$ cat src/rtl/i2s_pkg.sv
// i2s_pkg: frame formats and index-width helpers shared by the
// I2S/TDM clock generator and its BCLK divider.
package i2s_pkg;

    typedef enum logic [1:0] {
        FMT_I2S = 2'd0,
        FMT_LJ  = 2'd1,
        FMT_TDM = 2'd2
    } fmt_e;

    localparam int HALF_DIV_MIN  = 2;
    localparam int SLOT_BITS_MIN = 8;
    localparam int SLOT_BITS_MAX = 32;
    localparam int NUM_SLOTS_MIN = 2;
    localparam int NUM_SLOTS_MAX = 8;

    function automatic int bit_idx_w(input int slot_bits);
        return (slot_bits > 1) ? $clog2(slot_bits) : 1;
    endfunction

    function automatic int slot_idx_w(input int num_slots);
        return (num_slots > 1) ? $clog2(num_slots) : 1;
    endfunction

    function automatic int half_cnt_w(input int half_div);
        return (half_div > 1) ? $clog2(half_div) : 1;
    endfunction

endpackage

$ cat src/rtl/i2s_bclk_div.sv
// i2s_bclk_div: half-period counter, registered BCLK and its edge strobes.
// fall_next flags the clk edge on which BCLK will drop.
module i2s_bclk_div
    import i2s_pkg::*;
#(
    parameter int HALF_DIV = 8
) (
    input  logic clk,
    input  logic rst,
    input  logic en,
    output logic bclk,
    output logic bclk_rise,
    output logic bclk_fall,
    output logic fall_next
);

    localparam int HW = half_cnt_w(HALF_DIV);
    localparam logic [HW-1:0] HALF_MAX = HW'(HALF_DIV - 1);

    logic [HW-1:0] cnt;

    always_ff @(posedge clk) begin
        if (rst || !en) begin
            cnt       <= '0;
            bclk      <= 1'b0;
            bclk_rise <= 1'b0;
            bclk_fall <= 1'b0;
        end else if (cnt == HALF_MAX) begin
            cnt       <= '0;
            bclk      <= ~bclk;
            bclk_rise <= ~bclk;
            bclk_fall <= bclk;
        end else begin
            cnt       <= cnt + HW'(1);
            bclk_rise <= 1'b0;
            bclk_fall <= 1'b0;
        end
    end

    assign fall_next = (cnt == HALF_MAX) && bclk;

endmodule

$ cat src/rtl/i2s_frame_clock_gen.sv
// i2s_frame_clock_gen: I2S / LJ / TDM master clock generator with
// bit/slot indices and frame strobe, all synchronous to clk.
module i2s_frame_clock_gen
    import i2s_pkg::*;
#(
    parameter int HALF_DIV  = 8,
    parameter int SLOT_BITS = 32,
    parameter int NUM_SLOTS = 2,
    parameter int FMT       = 0
) (
    input  logic                             clk,
    input  logic                             rst,
    input  logic                             en,
    output logic                             bclk,
    output logic                             ws,
    output logic                             bclk_rise,
    output logic                             bclk_fall,
    output logic [bit_idx_w(SLOT_BITS)-1:0]  bit_idx,
    output logic [slot_idx_w(NUM_SLOTS)-1:0] slot_idx,
    output logic                             frame_start
);

    localparam int BW = bit_idx_w(SLOT_BITS);
    localparam int SW = slot_idx_w(NUM_SLOTS);
    localparam logic [BW-1:0] BIT_MAX  = BW'(SLOT_BITS - 1);
    localparam logic [SW-1:0] SLOT_MAX = SW'(NUM_SLOTS - 1);
    localparam fmt_e FMT_SEL = fmt_e'(FMT);

    if (HALF_DIV < HALF_DIV_MIN) begin : g_bad_half_div
        $error("i2s_frame_clock_gen: HALF_DIV must be >= 2");
    end
    if (SLOT_BITS < SLOT_BITS_MIN || SLOT_BITS > SLOT_BITS_MAX) begin : g_bad_slot_bits
        $error("i2s_frame_clock_gen: SLOT_BITS must be 8..32");
    end
    if (NUM_SLOTS < NUM_SLOTS_MIN || NUM_SLOTS > NUM_SLOTS_MAX) begin : g_bad_num_slots
        $error("i2s_frame_clock_gen: NUM_SLOTS must be 2..8");
    end
    if (FMT < 0 || FMT > 2) begin : g_bad_fmt
        $error("i2s_frame_clock_gen: FMT must be 0, 1 or 2");
    end
    if (FMT != 2 && NUM_SLOTS != 2) begin : g_bad_fmt_slots
        $error("i2s_frame_clock_gen: I2S/LJ need NUM_SLOTS == 2");
    end

    logic          fall_next;
    logic [BW-1:0] bit_nx;
    logic [SW-1:0] slot_nx;
    logic          wrap;
    logic          ws_nx;

    i2s_bclk_div #(
        .HALF_DIV (HALF_DIV)
    ) u_div (
        .clk       (clk),
        .rst       (rst),
        .en        (en),
        .bclk      (bclk),
        .bclk_rise (bclk_rise),
        .bclk_fall (bclk_fall),
        .fall_next (fall_next)
    );

    // MSB-first bit walk; slot advances when the LSB has been sent
    always_comb begin
        bit_nx  = bit_idx;
        slot_nx = slot_idx;
        wrap    = 1'b0;
        if (bit_idx == '0) begin
            bit_nx = BIT_MAX;
            if (slot_idx == SLOT_MAX) begin
                slot_nx = '0;
                wrap    = 1'b1;
            end else begin
                slot_nx = slot_idx + SW'(1);
            end
        end else begin
            bit_nx = bit_idx - BW'(1);
        end
    end

    // WS is derived from the indices that take effect on this fall
    always_comb begin
        ws_nx = 1'b0;
        unique case (FMT_SEL)
            FMT_I2S: ws_nx = slot_nx[0] ^ (bit_nx == '0);
            FMT_LJ:  ws_nx = slot_nx[0];
            FMT_TDM: ws_nx = (slot_nx == SLOT_MAX) && (bit_nx == '0);
            default: ws_nx = 1'b0;
        endcase
    end

    always_ff @(posedge clk) begin
        if (rst || !en) begin
            bit_idx     <= BIT_MAX;
            slot_idx    <= '0;
            ws          <= 1'b0;
            frame_start <= 1'b0;
        end else begin
            frame_start <= 1'b0;
            if (fall_next) begin
                bit_idx     <= bit_nx;
                slot_idx    <= slot_nx;
                ws          <= ws_nx;
                frame_start <= wrap;
            end
        end
    end

endmodule

$ cat config.mk
export PLATFORM = sky130hd
export DESIGN_NAME = i2s_frame_clock_gen
export DESIGN_NICKNAME = d
export VERILOG_FILES = /design/src/rtl/i2s_pkg.sv /design/src/rtl/i2s_bclk_div.sv /design/src/rtl/i2s_frame_clock_gen.sv
export SDC_FILE = /design/constraint.sdc
export NUM_CORES = 1
export LEC_CHECK = 0
export ABC_AREA = 1
export BUFFER_PORTS_ARGS = -buffer_cell sky130_fd_sc_hd__buf_2
export CAP_MARGIN = 30
export CORE_AREA = 2 2 39 41
export DETAILED_ROUTE_END_ITERATION = 16
export DIE_AREA = 0 0 41 43
export GPL_TIMING_DRIVEN = 0
export PLACE_DENSITY = 0.72
export RECOVER_POWER = 100
export REMOVE_ABC_BUFFERS = 1
export SETUP_SLACK_MARGIN = 0.5
export SLEW_MARGIN = 20
export SYNTH_ARGS = -nofsm -noshare
export SYNTH_HDL_FRONTEND = slang
export SYNTH_SLANG_ARGS = --single-unit
$ cat constraint.sdc
create_clock -name clk -period 1.71 [get_ports clk]
set_input_delay 0.171 -clock clk [delete_from_list [all_inputs] [get_ports clk]]
set_output_delay 0.171 -clock clk [all_outputs]
set_load 0.05 [all_outputs]
==> Word level (Yosys, flattened, before mapping) <==
Cells that the tools add are included.
{ "word_totals": {"elab_cells": 29, "register_bits": 14, "out_inout_bits": 11, "input_bits": 3} }
{ "classes": {"addsub": 3, "n_bitwise": 5, "n_eq_ne": 1, "muxes": 4, "reduce_logical": 8} }
{ "op_table": {"columns": ["operator", "count"], "rows": [
  ["$logic_not A5 Y1", 2],
  ["$mux W5", 1],
  ["$sub A5 B1 Y5 const B", 1],
  ["$not A1 Y1", 4],
  ["$reduce_or A2 Y1", 2],
  ["$add A3 B1 Y3 const B", 1],
  ["$eq A3 B3 Y1 const B", 1],
  ["$mux W1", 3],
  ["$reduce_or A3 Y1", 1],
  ["$add A1 B1 Y1 const B", 1],
  ["$logic_and A1 B1 Y1", 1],
  ["$logic_not A1 Y1", 1],
  ["$logic_or A1 B1 Y1", 1],
  ["$xor A1 B1 Y1", 1]
]} }

==> Longest topological paths before layout <==
Gate-level depths: netlist of run 1.
{ "logic_depth": {"depth_word": 4, "mapped_depth": 10, "mapped_depth_nobuf": 10} }

==> Hierarchy <==
From an unflattened synthesis of run 1, not the netlist that was laid out.
{ "unflattened": {"cells_unflattened": 93, "hier_area_um2": 690.7} }
{ "by_module_without_submodules": {"columns": ["module", "cells_per_inst", "seq_area_each_um2", "area_each_um2", "instances"], "rows": [
  ["i2s_frame_clock_gen", 69, 160.2, 459.2, 1],
  ["i2s_bclk_div", 24, 120.1, 231.5, 1]
]} }

==> Worst setup path before layout of run 1 <==
OpenSTA, ideal clock, no wires.
{ "synth_timing": {"kind": "register to register", "from": "register bit_idx[0]", "to": "register ws", "required_time_ns": 1.593, "period_less_slack_ns": 1.644, "path_slack_ns": 0.066, "setup_ns": 0.117, "path_buffers": 0, "arrival_ns": 1.526, "path_stages_with_launch": 8, "cell_sequence": "dfxtp_1 -> inv_1 -> ha_1 -> nand3_1 -> nor2_2 -> nand4_1 -> nand2_1 -> nand3_2"} }
{ "synth_between": {"elab_chain_len": 4, "word_cells_on_any_way": 6, "cone_classes": "add/sub: 1; mux: 2; bitwise: 1; reduce/logical: 2"} }
{ "synth_lines": {"columns": ["element", "line_no", "source"], "rows": [
  ["from (decl)", "i2s_frame_clock_gen.sv:18", "output logic [bit_idx_w(SLOT_BITS)-1:0] bit_idx,"],
  ["from (signal assigned)", "i2s_frame_clock_gen.sv:101", "bit_idx <= bit_nx;"],
  ["$sub A5 B1 Y5 or $logic_not A5 Y1 (tied branches)", "i2s_frame_clock_gen.sv:77, i2s_frame_clock_gen.sv:68", null],
  ["$mux W5", "i2s_frame_clock_gen.sv:68", "if (bit_idx == '0) begin"],
  ["$logic_not A5 Y1", "i2s_frame_clock_gen.sv:85", "FMT_I2S: ws_nx = slot_nx[0] ^ (bit_nx == '0);"],
  ["$xor A1 B1 Y1 *", "i2s_frame_clock_gen.sv:85", null],
  ["to (signal assigned)", "i2s_frame_clock_gen.sv:103", "ws <= ws_nx;"],
  ["to (decl)", "i2s_frame_clock_gen.sv:15", "output logic ws,"]
]} }
Mark *: on every way between the ends. The rest lies on a longest branch, timed or not.
A chain may end at the register's enable or synchronous reset.

==> Worst setup path in the final report of run 1 <==
{ "layout_timing": {"from": "register bit_idx[0]", "to": "output port bit_idx[0]"} }
No word-level cell between the ends.

==> run summary, run 1 <==
Status: finished clean
Port Buffer Count: 13
CP required: 1.54 ns
Post-CTS Hold Buffers: 0
Worst-Skew Late Latency: 0.29 ns
Clk sinks: 14
Syn avg cell area: 7.867 sq um
CP max stage delay: 0.47 ns
Hold depth: 3
Post-synthesis sequential area ratio: 44.53%
DR DRC count: 0
Reg clk slew, reported paths: 0.09 ns
FF-to-FF path depth: 8
Skew final: 0.003587 ns
Crit-path cells: buf_4 -> clkbuf_1
CTS buffer count: 3
CP endpoint kind: primary output
Crit Path Class: reg2out
Post-DR wirelength/cell: 11.85 um
CTS root buf: clkbuf_4
Die width: 41 um
CTS tree: done
Initial Util: 45.48%
Internal power: 468.4 uW
Final WL: 1422 um
GR Util All Layers: 19.90%
Critical path data arrival time: 1.25 ns
Initial antenna violation count: 0
Max Freq: 702.6 MHz
Synth top area share: 44.53%
Power, Total: 597.1 uW
Final TNS setup: 0 ns
Gr ovfl total: 0
CP Launch Type: flip-flop
Syn. warnings: 0
Hold Path Class: in2reg
Final nets: 111
Combinational power share: 3.7%
DR vias/cell: 4.867
Vias in the first global route: 548
Min Clock Period, post-route: 1.423 ns
Pwr/cell area: 716.6 nW/um^2
Clk network pwr share: 41.2%
Slowest stage cell, crit path: clkbuf_1
Max-cap violations: 0
First-pass GRT wire length: 2318 um
Distinct cell type count after synthesis: 20
Vias: 584
Flip-flop and latch count after synthesis: 14
Boundary pin count: 14
Peak supply drop: 0.4516 mV
Fin crit share: 83.23%
Fillers: 129
Detail Route Antenna Nets: 0
Bufs on Longest Clock Path: 2
Mapped Area: 629.4 sq um
Count of final setup violators: 0
Pleak: 0.0003728 uW
Dominant cell type by area after synthesis: dfxtp_1
N_diodes: 0
Slew at the pin closest to its max-slew limit: 0.6069 ns
Sw Ratio: 21.55%
FP Rows: 14
Layout overhead on the synthesized area: 32.41%
CTS HTree Levels: 1
Die ar.: 1763 sq um
Core Box Area: 1384 sq um
Final Wtd Congestion: 0.8706
DRT Pass-1 Iters: 4
Sequential share of power: 55.1%
Slew HR: 59.71%
Maximum fanout along the worst path: 4
Die Y-Extent: 43 um
Net load switching power: 128.7 uW
DPL Wire Length: 809.7 um
Initial DRC Count: 10
Endpoints failing hold: 0
Largest net degree at the start of global routing: 9
Cells after Synth: 80
Slew Viols, Final: 0
Area contributors post-synth: dfxtp_1, inv_1, nand2_1
Layout cells sized above 1: 32.69%
RSZ-0062 raised after global routing: true
-- metrics by stage --
step                util (%)  cells  cell area (sq um)  setup WS [ns]  hold WS [ns]
floorplan                  -     80              629.4        0.06645        0.3990
global placement       51.63    109              714.4         0.2898        0.4079
detailed placement     51.63    109              714.4         0.2813        0.4119
CTS                    61.30    118              848.3         0.4979        0.2931
global route           60.22    120              833.3         0.2138        0.3150
finish                 60.22    120              833.3         0.2868        0.3006
-- Yosys cell counts (all sizes together) --
| master | count |
|---|---|
| o211ai | 1 |
| nor3 | 1 |
| nand4 | 3 |
| o31ai | 1 |
| inv | 16 |
| a21oi | 2 |
| a31oi | 1 |
| nor2 | 16 |
| a32oi | 1 |
| nand2 | 15 |
| o22ai | 1 |
| ha | 3 |
| nand3 | 5 |
| dfxtp | 14 |
-- power by group through the flow --
stage,clock network (uW),logic [uW],registers [uW]
floorplan,0,9.63,336
global placement,0,13.6,337
detailed placement,0,14.2,337
CTS,248,20.1,330
global route,268,25.2,330
finish,246,22.1,329
-- layout by cell type, fill, tap and decap left out, drive strengths merged --
master	n
clkbuf	17
inv	16
nor2	16
nand2	15
dfxtp	14
buf	7
nand3	5
nand4	3
ha	3
a21oi	2
a32oi	1
a31oi	1
o31ai	1
o211ai	1
o22ai	1
nor3	1
-- flip-flops by register name, indices dropped and copies added (netlist names) --
name / cells
bit_idx: 5
frame_start: 1
slot_idx: 1
u_div.bclk: 1
u_div.bclk_fall: 1
u_div.bclk_rise: 1
u_div.cnt: 3
ws: 1
-- final cells by class --
type | instances | area (sq um) | share of cell area, %
multi-input cells | 50 | 319.1 | 38.29
flip-flops and latches | 14 | 284.0 | 34.08
inverters | 16 | 62.56 | 7.508
repair buffers | 20 | 111.4 | 13.36
well taps | 16 | 20.02 | 2.402
clock buffers | 4 | 36.28 | 4.354
-- cells by family (layout without fill, tap and decap cells) --
group / Yosys count / after routing / share of synthesized area (%)
flops: 14 / 14 / 44.53
fa+ha+maj: 3 / 3 / 5.965
buf+inv: 16 / 40 / 9.942
compound gates: 7 / 7 / 7.358
simple gates: 40 / 40 / 32.21
-- per-layer routing --
metal,track usage [%],routed length (um),share of wire [%],vias to the layer above
li1,-,-,-,305
met1,25.90,644,45,263
met2,27.50,679,48,11
met3,6.283,56,3.9,5
met4,12.00,41,2.9,0
met5,0,0,0,-
-- timing repair --
item / in CTS / in global routing
resized for setup: 14 / 12
hold endpoints to repair: 0 / 0
setup buffers: 5 / 2
pin swaps: 5 / 7
setup endpoints to repair: 8 / 11
-- final timing paths --
path,startpoint,to,slack [ns]
max,bit_idx[0],bit_idx[0],0.29
min,en,u_div.bclk_rise,0.30
max reg2reg,u_div.cnt[1],bit_idx[0],0.31
min reg2reg,ws,ws,0.48
-- critical path: cells and delay by family, from the launching register on --
family	cells	cell delay [ns]
flops	1	0.35
buf+inv	2	0.61
Note: power is estimated with default switching activity, not from simulation.
==> run 2, diff against run 1 <==
Settings changed: CORE_AREA 2 2 39 41 to unset, CORE_MARGIN set to 1, CORE_UTILIZATION set to 45, DIE_AREA 0 0 41 43 to unset.
Clock period 1.71 ns to 1.2 ns, I/O delays scaled along.
==> run 2 against run 1 <==
The run now ends with setup timing left. Flip-flop and latch count did not move. Combinational power rose by 65%. Via count rose by 16%. Power rose by 42%. Hold slack got worse by 0.060 ns. Core utilization rose by 19 points. Clock skew fell by 0.0023 ns. First-iteration DRC count rose by 20%. Cell count rose by 5.0%. Die area fell by 12%. Largest cell class unchanged. Largest power group unchanged.
==> run summary, run 2 (synthesized netlist as in run 1, its figures left out) <==
Buf/Inv on CP: 2 (unchanged)
Most frequent cells in the layout: buf_4, inv_1, nand2_1
Start point of the worst hold path: rst
CP required: 1.36 ns (-0.18 ns)
DR DRC count: 0 (unchanged)
FF-to-FF End: bit_idx[0]
Peak supply drop: 0.7197 mV (+59%)
Bufs on Longest Clock Path: 2 (unchanged)
Final WL: 1885 um (+33%)
Largest net degree at the start of global routing: 9 (unchanged)
Hold depth: 4 (+1)
Fin Hold WS: 0.2406 ns (-0.06000 ns)
Post-DR wirelength/cell: 14.96 um (+26%)
Crit Path Class: reg2reg
Multi-input logic area: 381.6 sq um (+20%)
Setup ws final: -0.1116 ns (-0.3983 ns)
Maximum fanout along the worst path: 4 (unchanged)
Count of final setup violators: 7 (+7)
CTS HTree Levels: 1 (unchanged)
Port Buffer Count: 13 (unchanged)
DR vias/cell: 5.389 (+11%)
Most common cell after layout, fill and taps aside: buf_4
Slew HR: 81.40% (+22 points)
Pre-CTS WS: -0.2214 ns (-0.5026 ns)
Final Wtd Congestion: 0.7996 (-8.2%)
Hold Path Class: in2reg
Vias: 679 (+16%)
DRT Pass-1 Iters: 4 (unchanged)
Final nets: 118 (+6.3%)
Worst-Skew Late Latency: 0.29 ns (about the same)
CP endpoint kind: flip-flop
Layout cells sized above 1: 63.06% (+30 points)
Fin crit share: 109.3%
Final TNS setup: -0.3462 ns (-0.3462 ns)
Post-CTS Hold Buffers: 0 (unchanged)
CTS tree: done
Die ar.: 1552 sq um (-12%)
Biggest register: bit_idx
Crit-path cells: ha_4 -> ha_4 -> nand2_8 -> inv_4 -> nor2_4 -> inv_2 -> nor2_1 -> a31oi_1
Critical path data arrival time: 1.48 ns (+0.23 ns)
Reg clk slew, reported paths: 0.08 ns (about the same)
First-pass GRT wire length: 2242 um (-3.3%)
R2R Setup Slk: -0.11 ns (-0.42 ns)
Power, Total: 845.2 uW (+42%)
DPL Wire Length: 818.3 um (+1.1%)
Failing checks: setup timing
Max Freq: 762.4 MHz
Min Clock Period, post-route: 1.312 ns
Initial Util: 48.37% (+2.9 points)
Pwr/cell area: 814.8 nW/um^2 (+14%)
Pleak: 0.0004788 uW (+28%)
Design Area, Final: 1037 sq um (+24%)
Max FFs per register: 5 (unchanged)
Fillers: 78 (-40%)
Endpoints failing hold: 0 (unchanged)
Status: finished, violations left
Boundary pin count: 14 (unchanged)
FP Rows: 13 (-1)
N_diodes: 0 (unchanged)
CTS root buf: clkbuf_4
Layout overhead on the synthesized area: 64.81%
CTS buffer count: 3 (unchanged)
Initial DRC Count: 12 (+2)
Initial antenna violation count: 0 (unchanged)
Register area: 302.8 sq um (+6.6%)
Die Y-Extent: 39.40 um (-8.4%)
FF-to-FF path depth: 8 (unchanged)
Slew at the pin closest to its max-slew limit: 0.2803 ns (-0.3266 ns)
Skew final: 0.001306 ns (-0.002281 ns)
Die width: 39.40 um (-3.9%)
DP Area: 713.2 sq um (-0.18%)
CP max stage delay: 0.34 ns (-0.13 ns)
RSZ-0062 raised after global routing: true
GR Util All Layers: 22.57% (+2.7 points)
Clk sinks: 14 (unchanged)
Slowest stage cell, crit path: dfxtp_2
Max-cap violations: 0 (unchanged)
Vias in the first global route: 544 (-0.73%)
Gr ovfl total: 0 (unchanged)
Worst r2r src: u_div.cnt[0]
CP top delay family: flip-flops
Detail Route Antenna Nets: 0 (unchanged)
Top flop regs: bit_idx x5, u_div.cnt x3
Slew Viols, Final: 0 (unchanged)
Core Box Area: 1301 sq um (-6.0%)
Min-Delay Endpoint: u_div.bclk_rise
CP most frequent cell: ha_4
CP Launch Type: flip-flop
run 2: cell types whose count changed in the layout (fill, tap and decap cells not counted), moves of 4 or more:
| cell | before | now |
|---|---|---|
| clkbuf_1 | 11 | 0 |
| dfxtp_1 | 11 | 2 |
| buf_8 | 0 | 5 |
| nor2_2 | 4 | 8 |
| dfxtp_2 | 3 | 9 |
| buf_4 | 3 | 13 |
| clkbuf_2 | 0 | 5 |
run 2: what timing repair did:
action                                  CTS  global route
buffers inserted                          5             9
pin swaps                                10            10
endpoints found under the setup margin   25            25
gates resized for setup                  57            14
run 2: tightest hold or removal path: stages:
cell     delay, ns
buf_2         0.08
inv_1         0.03
nand2_1       0.20
nor3_1        0.07
run 2: stage by stage:
stage,cells,util [%]
global placement,108,54.81
global route,126,79.71
CTS,117,73.94
detailed placement,108,54.81
finish,126,79.71
floorplan,80,-
run 2: how the worst max path moves through the flow:
stage,from,end,slack [ns],cells after the start
2_1_floorplan,bit_idx[0],ws,-0.44,7
3_5_place_dp,u_div.cnt[0],bit_idx[0],-0.22,8
4_1_cts,u_div.cnt[0],bit_idx[0],-0.02,8
6_report,u_div.cnt[0],bit_idx[0],-0.11,8
3_3_place_gp,u_div.cnt[0],bit_idx[0],-0.20,8
5_1_grt,u_div.cnt[0],bit_idx[0],-0.16,8
run 2: area by class of cell:
cell class	instances	area share (%)
Tap cell	15	1.809
Multi-Input combinational cell	50	36.79
Inverter	16	6.514
Timing Repair Buffer	27	22.20
Sequential cell	14	29.19
Clock buffer	4	3.498
run 2: metal layers:
metal	part of all wire [%]	up-vias	GRT usage [%]
li1	-	317	-
met1	38	327	23.10
met2	52	27	40.83
met3	6.6	8	10.80
met4	2.9	0	5.172
met5	0	-	0
run 2: report_power, final:
group / leakage [uW] / switching, uW / total, uW / internal (uW)
clock: 0.0000210 / 160 / 345 / 185
sequential: 0.000115 / 3.07 / 464 / 461
combinational: 0.000343 / 20.5 / 36.5 / 16.1
total: 0.000479 / 183 / 845 / 662
